**config.mk**
```make
export PLATFORM = sky130hd
export DESIGN_NAME = pattern_pixel
export DESIGN_NICKNAME = d
export VERILOG_FILES = /design/src/rtl/frame_gen_pkg.sv /design/src/rtl/pattern_pixel.sv
export SDC_FILE = /design/constraint.sdc
export NUM_CORES = 1
export LEC_CHECK = 0
export BUFFER_PORTS_ARGS = -buffer_cell sky130_fd_sc_hd__buf_2
export CELL_PAD_IN_SITES_DETAIL_PLACEMENT = 0
export CELL_PAD_IN_SITES_GLOBAL_PLACEMENT = 1
export CORE_MARGIN = 4
export CORE_UTILIZATION = 40
export DETAILED_ROUTE_END_ITERATION = 6
export GPL_TIMING_DRIVEN = 0
export PLACE_DENSITY = 0.85
export SLEW_MARGIN = 20
export SYNTH_ARGS = -nofsm -noshare
export SYNTH_HDL_FRONTEND = slang
export SYNTH_SLANG_ARGS = --single-unit
```
**constraint.sdc**
```tcl
create_clock -name vclk -period 7.3
set_input_delay 1.095 -clock vclk [all_inputs]
set_output_delay 1.095 -clock vclk [all_outputs]
set_load 0.01 [all_outputs]
```
**src/rtl/frame_gen_pkg.sv**
```systemverilog
// Shared definitions for the test pattern generator and its benches:
// pattern select codes, FSM state encoding and a small min helper.
package frame_gen_pkg;

    localparam int COORD_W = 12;

    // Pattern select codes carried on sel / sel_q
    localparam logic [2:0] PAT_BLACK   = 3'b000;
    localparam logic [2:0] PAT_WHITE   = 3'b001;
    localparam logic [2:0] PAT_HRAMP   = 3'b010;
    localparam logic [2:0] PAT_CHECKER = 3'b011;
    localparam logic [2:0] PAT_VRAMP   = 3'b100;
    localparam logic [2:0] PAT_DIAG    = 3'b101;
    localparam logic [2:0] PAT_SQUARES = 3'b110;
    localparam logic [2:0] PAT_CONST   = 3'b111;

    typedef enum logic [2:0] {
        IDLE,
        F_PRE,
        LINE,
        H_GAP,
        V_GAP
    } state_e;

    function automatic logic [COORD_W-1:0] min2(input logic [COORD_W-1:0] a,
                                                input logic [COORD_W-1:0] b);
        return (a < b) ? a : b;
    endfunction

endpackage

```
**src/rtl/pattern_pixel.sv**
```systemverilog
// Combinational pixel function: maps coordinates and the latched pattern
// select to an 8-bit pixel value. The output register lives in the top.
module pattern_pixel
    import frame_gen_pkg::*;
#(
    parameter int WIDTH  = 640,
    parameter int HEIGHT = 480
) (
    input  logic [COORD_W-1:0] x,
    input  logic [COORD_W-1:0] y,
    input  logic [2:0]         sel_q,
    output logic [7:0]         pix
);

    logic [COORD_W-1:0] dist_right;
    logic [COORD_W-1:0] dist_bottom;
    logic [COORD_W-1:0] ring;

    // Distance to the nearest frame edge gives the concentric squares
    assign dist_right  = COORD_W'(WIDTH - 1) - x;
    assign dist_bottom = COORD_W'(HEIGHT - 1) - y;
    assign ring        = min2(min2(x, y), min2(dist_right, dist_bottom));

    // Pattern selection
    always_comb begin
        pix = 8'h00;
        case (sel_q)
            PAT_BLACK:   pix = 8'h00;
            PAT_WHITE:   pix = 8'hFF;
            PAT_HRAMP:   pix = x[7:0];
            PAT_CHECKER: pix = (x[5] ^ y[5]) ? 8'hFF : 8'h00;
            PAT_VRAMP:   pix = y[7:0];
            PAT_DIAG:    pix = 8'(x + y);
            PAT_SQUARES: pix = 8'(ring);
            PAT_CONST:   pix = 8'h80;
            default:     pix = 8'h00;
        endcase
    end

endmodule

```
==> key figures, run 1 <==
Yosys
  • Dominant cell type by area after synthesis: ha_1
  • Synth cell types: 51
  • Net count after synthesis: 346
  • Synth cell count leaders: ha_1, nand2_1, inv_1
  • Syn avg cell area: 7.005 um2
  • Gate count of the mapped netlist: 274
  • Dominant cells by area after synthesis: ha_1, a21oi_1, nand2_1
  • Sequential share of the synthesized area: 0%
  • Netlist Area Pre-Place: 1919 um2
  • Top-count cell post-synth: ha_1
  • Yosys warning count: 0
  • Post-synth top area share: 28.68%

Final layout
  • Final instance area: 2160 um2
  • FF/Latch Area: 0 um2
  • Clkbuf count: 0
  • Net count, final: 383
  • Ant. Diodes: 0
  • Area grow syn2layout: 12.52%
  • Layout cells sized above 1: 16.18%
  • Final Util: 47.94%
  • FFs & Latches: 0

Place
  • IO Port Bufs: 35
  • Place WS: 0.5241 ns
  • Post-DP Area: 2160 um2
  • Final HPWL DP: 4724 um
  • GP Congestion: 0.8295

Worst hold path
  • Worst Hold Launch: y[3]
  • Hold Path End: pix[3]
  • Hold Path Cell Cnt: 4
  • Worst Hold Class: in -> out

Timing
  • Fin worst setup slack: 0.4879 ns
  • Slew headroom: 61.36%
  • Max Slew Vio Count: 0
  • RSZ-0062 raised after global routing: false
  • Hold Vio Cnt, Final: 0
  • Tcrit/Tclk final: 93.32%
  • Final Setup Violations: 0
  • Fmax: 146.8 MHz
  • Fin crit period: 6.812 ns
  • Worst Tran Pin Value: 0.5735 ns
  • Setup tns final: 0 ns

Route
  • Vias/cell: 5.778
  • Remaining DRCs: 0
  • Drt wl/cell: 15.55 um
  • DR iter-0 viols: 138
  • Routed wire length: 5615 um
  • TritonRoute pass-1 iters: 4
  • Detail Route Antenna Nets: 0
  • Vias: 2,086

Status
  • Outcome: complete, no violations

Critical path
  • Worst path most repeated cell: ha_1
  • WS Path Type: in -> out
  • WP data required: 6.20 ns
  • Startpoint types: primary input
  • Max FO, Critical Path: 10
  • Crit path largest cell delay: 0.41 ns
  • Cell family with most CP delay: compound AO/OA/AOI/OAI gates
  • WP buf/inv: 6
  • Critical path endpoint category: output pin
  • Critical path, cell by cell: buf_2, inv_1, ha_1, xnor2_1, inv_1, ha_1, a21o_1, a21oi_2, nand3_1, o31ai_4, clkbuf_1, mux2_2, ha_1, a21o_1, a21oi_1, o21a_1, o21ai_0, a21oi_1, clkbuf_1, nor2_1, o211ai_1, buf_2
  • Slowest cell on the critical path: mux2_2
  • Arrival time worst endpoint: 5.72 ns

Job
  • # Max-Cap Violations: 0

Global route
  • GR Overflow Total: 0
  • First-pass GRT wire length: 9535 um
  • Total global-route track usage: 18.90%
  • Largest net degree at the start of global routing: 11
  • Initial antenna violation count: 0
  • Vias in the first global route: 1,961

CTS
  • Hold-fix buffers, CTS: 0
  • Post-CTS Setup Bufs: 0
  • Resized cells post-CTS: 0

Floorplanning
  • Chip height: 77.27 um
  • Initial core utilization: 42.61%
  • Die Wd: 77.27 um
  • Core area: 4504 um2
  • Die area: 5971 um2
  • Number of I/O pins: 35
  • Site Rows: 24

Pwr
  • PwrDens: 122.8 nW/um2
  • P_leak: 1.054 nW
  • Peak supply drop: 0.00006364 V
routing by layer:
| layer | GRT usage, % | vias up | part of all wire, % |
|---|---|---|---|
| li1 | - | 1076 | - |
| met1 | 28.93 | 955 | 47 |
| met2 | 30.74 | 55 | 46 |
| met3 | 0.5855 | 0 | 6.6 |
| met4 | 0.3559 | 0 | 0 |
| met5 | 0 | - | 0 |
power by group:
part | internal (mW) | switching (mW) | leakage, nW
Sequential | 0 | 0 | 0
Combinational | 0.105 | 0.160 | 1.05
Clock | 0 | 0 | 0
per-stage QoR:
stage | power, mW | std cells | hold slack, ns
3_5_place_dp | 0.2619 | 361 | 2.623
6_report | 0.2652 | 361 | 2.625
2_1_floorplan | 0.1881 | 274 | 2.371
3_3_place_gp | 0.2604 | 361 | 2.617
4_1_cts | 0.2635 | 361 | 2.623
5_1_grt | 0.3014 | 361 | 2.663
placed cells by master, fill, tap and decap left out, drive strengths merged, types with 2 or more instances in the layout:
cell type,synthesis,routed
ha,44,44
buf,3,38
nand2,32,32
inv,29,29
a21oi,25,25
o21ai,21,21
nor2,16,16
o211ai,13,13
xnor2,9,9
nand3,6,6
clkbuf,6,6
nor2b,6,6
o21a,5,5
or4,5,5
a31oi,5,5
a21o,4,4
nand4,3,3
o21bai,3,3
a22oi,3,3
o2111ai,2,2
xor2,2,2
mux2,2,2
mux2i,2,2
or3,2,2
o22a,2,2
o31a,2,2
nand2b,2,2
a221oi,2,2
a211oi,2,2
o31ai,2,2
area by class of cell:
type / instances / area [um2]
inverters: 30 / 112.6
fillers: 477 / 2345
repair buffers: 35 / 175.2
well taps: 52 / 65.06
plain buffers: 9 / 42.54
multi-input cells: 235 / 1764
cells by family (layout without fill, tap and decap cells):
| logic type | count (synthesis) | after routing | share of synthesized area [%] |
|---|---|---|---|
| AOI/OAI and AO/OA | 97 | 97 | 35.53 |
| and+or+nand+nor | 78 | 78 | 19.43 |
| adders and majority gates | 45 | 45 | 29.73 |
| buffers and inverters | 39 | 74 | 8.082 |
| xor gates and xnor gates | 11 | 11 | 5.020 |
| muxes | 4 | 4 | 2.216 |
worst max-delay path by stage:
stage,start,endpoint,slack [ns],depth (start not counted)
after floorplan,x[7],pix[6],1.32,20
after global placement,x[7],pix[6],0.48,22
after detailed placement,x[7],pix[6],0.52,22
after CTS,x[7],pix[6],0.51,22
after global routing,x[7],pix[1],0.11,22
final,x[7],pix[4],0.49,22
tightest hold or removal path, delay by kind of cell:
| kind | cells | cell delay, ns |
|---|---|---|
| AOI/OAI and AO/OA | 2 | 0.18 |
| buffers and inverters | 2 | 0.25 |
Note: power is estimated with default switching activity, not from simulation.
==> run 2, diff against run 1 <==
--- a/config.mk
+++ b/config.mk
@@ -5,6 +5,7 @@
 export SDC_FILE = /design/constraint.sdc
 export NUM_CORES = 1
 export LEC_CHECK = 0
+export ABC_AREA = 1
 export BUFFER_PORTS_ARGS = -buffer_cell sky130_fd_sc_hd__buf_2
 export CELL_PAD_IN_SITES_DETAIL_PLACEMENT = 0
 export CELL_PAD_IN_SITES_GLOBAL_PLACEMENT = 1
@@ -12,8 +13,9 @@
 export CORE_UTILIZATION = 40
 export DETAILED_ROUTE_END_ITERATION = 6
 export GPL_TIMING_DRIVEN = 0
-export PLACE_DENSITY = 0.85
+export PLACE_DENSITY = 0.89
 export SLEW_MARGIN = 20
 export SYNTH_ARGS = -nofsm -noshare
 export SYNTH_HDL_FRONTEND = slang
 export SYNTH_SLANG_ARGS = --single-unit
+export TNS_END_PERCENT = 20
==> run 2 against run 1 <==
Effect of this change:
- die area down 1.1%
- area after synthesis down 1.2%
- power shrank 12%
- critical endpoint is now pix[0]
- sequential share of layout area stayed put
- cell count grew 15%
- cell area down 0.87%
- utilization shrank 0.098 points
- critical path depth did not move
- largest power group unchanged
- first-iteration DRC count shrank 11%
- global-route usage down 1.6 points
==> key figures, run 2 <==
Yosys
  • Top-count cell post-synth: nand2_1
  • Syn avg cell area: 5.797 um2 (-17%)
  • Netlist Area Pre-Place: 1896 um2 (-1.2%)
  • Dominant cell type by area after synthesis: ha_1
  • Sequential share of the synthesized area: 0% (unchanged)
  • Net count after synthesis: 399 (+15%)
  • Synth cell types: 31 (-39%)
  • Dominant cells by area after synthesis: ha_1, nand2_1, inv_1
  • Gate count of the mapped netlist: 327 (+19%)
  • Yosys warning count: 0 (unchanged)
  • Post-synth top area share: 29.04% (+0.36 points)
  • Synth cell count leaders: nand2_1, inv_1, ha_1

Floorplanning
  • Chip height: 76.84 um (-0.56%)
  • Die area: 5904 um2 (-1.1%)
  • Die Wd: 76.84 um (-0.56%)
  • Initial core utilization: 42.37% (-0.25 points)
  • Number of I/O pins: 35 (unchanged)
  • Core area: 4474 um2 (-0.67%)
  • Site Rows: 24 (unchanged)

Final layout
  • Most frequent cells in the layout: nand2_1, inv_1, ha_1, buf_2, o21ai_0
  • Most common cell after layout, fill and taps aside: nand2_1
  • Clkbuf count: 0 (unchanged)
  • Area grow syn2layout: 12.94%
  • Ant. Diodes: 0 (unchanged)
  • FF/Latch Area: 0 um2 (unchanged)
  • Layout fillers: 513 (+7.5%)
  • Final instance area: 2141 um2 (-0.87%)
  • FFs & Latches: 0 (unchanged)
  • Net count, final: 436 (+14%)
  • Layout cells sized above 1: 12.98% (-3.2 points)

Route
  • Remaining DRCs: 0 (unchanged)
  • Routed wire length: 5290 um (-5.8%)
  • DR iter-0 viols: 123 (-11%)
  • TritonRoute pass-1 iters: 5 (+1)
  • Vias: 2,129 (+2.1%)
  • Drt wl/cell: 12.78 um (-18%)
  • Vias/cell: 5.143 (-11%)
  • Detail Route Antenna Nets: 0 (unchanged)

Timing
  • Slew headroom: 50.24% (-11 points)
  • Fmax: 162.1 MHz (+10%)
  • Hold Vio Cnt, Final: 0 (unchanged)
  • Fin crit period: 6.171 ns (-0.6412 ns)
  • Final Setup Violations: 0 (unchanged)
  • Max Slew Vio Count: 0 (unchanged)
  • Setup tns final: 0 ns (unchanged)
  • RSZ-0062 raised after global routing: false
  • Worst Tran Pin Value: 0.7408 ns (+0.1672 ns)
  • Tcrit/Tclk final: 84.53% (-8.8 points)

Status
  • Outcome: complete, no violations

Place
  • IO Port Bufs: 35 (unchanged)
  • GP Congestion: 0.9010 (+8.6%)
  • Post-DP Area: 2136 um2 (-1.1%)
  • Final HPWL DP: 4644 um (-1.7%)

CTS
  • Post-CTS Setup Bufs: 0 (unchanged)
  • Resized cells post-CTS: 0 (unchanged)
  • Hold-fix buffers, CTS: 0 (unchanged)

Global route
  • Initial antenna violation count: 0 (unchanged)
  • GR Overflow Total: 0 (unchanged)
  • Vias in the first global route: 1,866 (-4.8%)
  • Largest net degree at the start of global routing: 11 (unchanged)
  • Total global-route track usage: 17.28% (-1.6 points)
  • First-pass GRT wire length: 8756 um (-8.2%)

Pwr
  • PwrDens: 109.1 nW/um2 (-11%)
  • P_leak: 1.267 nW (+20%)
  • Peak supply drop: 0.00003290 V (-48%)

Critical path
  • Arrival time worst endpoint: 5.08 ns (-0.64 ns)
  • Max FO, Critical Path: 10 (unchanged)
  • Startpoint types: primary input
  • WS Path Type: in -> out
  • Critical path endpoint category: output pin
  • WP data required: 6.20 ns (about the same)

Worst hold path
  • Worst Hold Class: in -> out

Job
  • # Max-Cap Violations: 0 (unchanged)
## run 2: cell count changes after synthesis, moves of 6 or more
cell / previous run / this run
a21oi_1: 24 / 17
inv_1: 29 / 60
nand2_1: 32 / 84
nand3_1: 6 / 21
o211ai_1: 12 / 1
o21ai_0: 21 / 31
xnor2_1: 9 / 0
xor2_1: 2 / 8
## run 2: through the flow
| stage | hold WS (ns) | total power [mW] | setup WS (ns) | cells | util, % |
|---|---|---|---|---|---|
| 2_1_floorplan | 2.327 | 0.1682 | 1.958 | 327 | - |
| 3_3_place_gp | 2.603 | 0.2269 | 1.097 | 414 | 47.73 |
| 3_5_place_dp | 2.601 | 0.2307 | 1.107 | 414 | 47.73 |
| 4_1_cts | 2.599 | 0.2319 | 1.111 | 414 | 47.73 |
| 5_1_grt | 2.623 | 0.2698 | 0.7282 | 414 | 47.85 |
| 6_report | 2.606 | 0.2336 | 1.129 | 414 | 47.85 |
## run 2: critical path, stage by stage
cell and delay [ns]:
buf_2 0.14, inv_1 0.08, ha_1 0.22, o21ai_0 0.23, xor2_1 0.21, ha_1 0.29, a21o_1 0.19, nor2_1 0.20
nand3_2 0.14, clkbuf_1 0.22, o21ai_0 0.30, ha_1 0.30, a21oi_1 0.13, nor2_1 0.06, a211oi_1 0.17, o221a_2 0.21
buf_1 0.36, nand2_4 0.14, nand2_1 0.08, nand3_1 0.06, nand2_1 0.11, buf_2 0.13
## run 2: final cells by class
type	count	area [um2]	share of cell area, %
buffer	5	20.02	0.9351
inverter	62	232.7	10.87
timing repair buffer	35	175.2	8.182
multi-input combinational	260	1648	76.97
tap	52	65.06	3.039
## run 2: routing by layer
layer,wire length (um),GRT usage (%)
met1,2812,27.47
met2,2251,27.18
met3,227,0.1171
met4,0,0.3623
met5,0,0
## run 2: worst paths after layout
| path | from | cells after the start | end | slack (ns) |
|---|---|---|---|---|
| worst max-delay path | x[7] | 22 | pix[0] | 1.13 |
| worst min-delay path | y[0] | 4 | pix[0] | 2.61 |
## run 2: where the power goes
part,internal (mW),switching (mW),total (mW)
combinational,0.0874,0.146,0.234
clock,0,0,0
sequential,0,0,0
## run 2: kinds of logic after synthesis
logic type | synth area share [%]
XOR/XNOR | 3.697
AND/OR/NAND/NOR | 32.61
buffers and inverters | 13.33
AO/OA/AOI/OAI | 20.26
adder cells (fa/ha/maj) | 30.10
==> run 3, diff against run 2 <==
--- a/config.mk
+++ b/config.mk
@@ -10,10 +10,10 @@
 export CELL_PAD_IN_SITES_DETAIL_PLACEMENT = 0
 export CELL_PAD_IN_SITES_GLOBAL_PLACEMENT = 1
 export CORE_MARGIN = 4
-export CORE_UTILIZATION = 40
+export CORE_UTILIZATION = 37
 export DETAILED_ROUTE_END_ITERATION = 6
 export GPL_TIMING_DRIVEN = 0
-export PLACE_DENSITY = 0.89
+export PLACE_DENSITY = 0.87
 export SLEW_MARGIN = 20
 export SYNTH_ARGS = -nofsm -noshare
 export SYNTH_HDL_FRONTEND = slang
==> constraint.sdc (replaced) <==
create_clock -name vclk -period 5.4
set_input_delay 0.81 -clock vclk [all_inputs]
set_output_delay 0.81 -clock vclk [all_outputs]
set_load 0.01 [all_outputs]
==> run 3 against run 2 <==
Effect of this change:
- wire length decreased by 0.53%
- largest power group unchanged
- via count increased by 0.38%
- die area increased by 7.2%
- highest routed layer is now met4
==> key figures, run 3 (same netlist as run 2, synthesis figures left out) <==
Status
  • Outcome: complete, no violations

Place
  • GP Congestion: 0.8579 (-4.8%)
  • Placed cell count: 429 (+3.6%)
  • Final HPWL DP: 4646 um (about the same)
  • IO Port Bufs: 35 (unchanged)

Pwr
  • Peak supply drop: 0.00004163 V (+27%)
  • PwrDens: 151.3 nW/um2 (+39%)
  • Tot Pwr: 0.3314 mW (+42%)
  • P_leak: 1.288 nW (+1.7%)

Route
  • Routed wire length: 5262 um (-0.53%)
  • Remaining DRCs: 0 (unchanged)
  • DR iter-0 viols: 162 (+32%)
  • Vias/cell: 4.958 (-3.6%)
  • Drt wl/cell: 12.21 um (-4.5%)
  • TritonRoute pass-1 iters: 5 (unchanged)
  • Vias: 2,137 (+0.38%)
  • Detail Route Antenna Nets: 0 (unchanged)

Final layout
  • Most frequent cells in the layout: nand2_1, inv_1, ha_1, buf_2, o21ai_0
  • Final Util: 45.19% (-2.7 points)
  • Ant. Diodes: 0 (unchanged)
  • Net count, final: 438 (+0.46%)
  • FF/Latch Area: 0 um2 (unchanged)
  • FFs & Latches: 0 (unchanged)
  • Clkbuf count: 0 (unchanged)
  • Layout cells sized above 1: 15.11% (+2.1 points)
  • Non-filler cells, final: 431 (+4.1%)
  • Area grow syn2layout: 15.58%
  • Most common cell after layout, fill and taps aside: nand2_1

Critical path
  • Critical path, cell by cell: buf_2, inv_1, ha_1, o21ai_1, xor2_1, ha_1, a21o_1, nor2_2, nand3_2, buf_2, nand2_1, o21ai_2, ha_1, a21oi_1, nor2_1, a211oi_1, o221a_2, buf_4, nand3_1, nand3_1, nand2_1, buf_2
  • Critical path endpoint category: output pin
  • Slowest cell on the critical path: o221a_2
  • Arrival time worst endpoint: 4.31 ns (-0.77 ns)
  • WS Path Type: in -> out
  • CP startpoint: x[7]
  • WP buf/inv: 5 (unchanged)
  • Max FO, Critical Path: 10 (unchanged)
  • WP data required: 4.59 ns (-1.61 ns)
  • Startpoint types: primary input
  • Crit path largest cell delay: 0.34 ns (-0.02 ns)
  • Cell family with most CP delay: compound AO/OA/AOI/OAI gates

Global route
  • Vias in the first global route: 1,912 (+2.5%)
  • GR Overflow Total: 0 (unchanged)
  • First-pass GRT wire length: 8707 um (-0.56%)
  • Total global-route track usage: 16.49% (-0.79 points)
  • Largest net degree at the start of global routing: 11 (unchanged)
  • Initial antenna violation count: 0 (unchanged)

Job
  • # Max-Cap Violations: 0 (unchanged)

Worst hold path
  • Worst Hold Launch: y[0]
  • Worst Hold Class: in -> out

Timing
  • Fin crit period: 5.125 ns
  • Worst Tran Pin Value: 1.075 ns (+0.3341 ns)
  • Fmax: 195.1 MHz
  • Max Slew Vio Count: 0 (unchanged)
  • Final Setup Violations: 0 (unchanged)
  • Min Hold Slack: 2.016 ns (-0.5892 ns)
  • Hold Vio Cnt, Final: 0 (unchanged)
  • RSZ-0062 raised after global routing: false
  • Slew headroom: 27.79% (-22 points)
  • Tcrit/Tclk final: 94.91%

Floorplanning
  • Core area: 4848 um2 (+8.4%)
  • Die area: 6332 um2 (+7.2%)
  • Chip height: 79.58 um (+3.6%)
  • Initial core utilization: 39.10% (-3.3 points)
  • Number of I/O pins: 35 (unchanged)
  • Die Wd: 79.58 um (+3.6%)
  • Site Rows: 25 (+4.2%)

CTS
  • Hold-fix buffers, CTS: 0 (unchanged)
## run 3: cell count changes in the layout (fill, tap and decap cells not counted), sizes merged
cell    previous run  this run
clkbuf             3         2
buf               37        40
## run 3: power by group
part,switching [mW],internal (mW),leakage [nW],total (mW)
Sequential,0,0,0,0
Combinational,0.199,0.132,1.29,0.331
Clock,0,0,0,0
## run 3: worst paths after layout
kind                  endpoint  slack [ns]  depth (start not counted)
worst max-delay path    pix[0]        0.28                         22
worst min-delay path    pix[0]        2.02                          4
## run 3: per-layer routing
layer | GRT usage, % | part of all wire, %
met5 | 0 | 0
met4 | 0.6873 | 0.30
met3 | 0.9029 | 6.5
met2 | 26.46 | 43
met1 | 25.15 | 51
## run 3: timing repair
item / 4_1_cts / 5_1_grt
endpoints found under the setup margin: 8 / 8
pin swaps: 0 / 2
setup buffers: 0 / 3
resized for setup: 0 / 13
gates cloned: 0 / 0
## run 3: stage by stage
step | setup TNS, ns | instance area (um2) | setup WS, ns
final | 0 | 2191 | 0.2750
after global routing | 0 | 2191 | 0.02593
after CTS | 0 | 2151 | 0.01511
after detailed placement | -1.820 | 2155 | -0.2578
after global placement | -1.786 | 2155 | -0.2450
after floorplan | 0 | 1896 | 0.6279
## run 3: layout make-up
class	instances	area [um2]
Buffer	4	18.77
Fill cell	541	2658
Inverter	62	232.7
Multi-Input combinational cell	260	1658
Tap cell	67	83.83
Timing Repair Buffer	38	197.7
## run 3: tightest hold or removal path: cells and delay by family
family,cells,cell delay [ns]
simple gates,1,0.07
compound gates,1,0.08
buf+inv,2,0.24
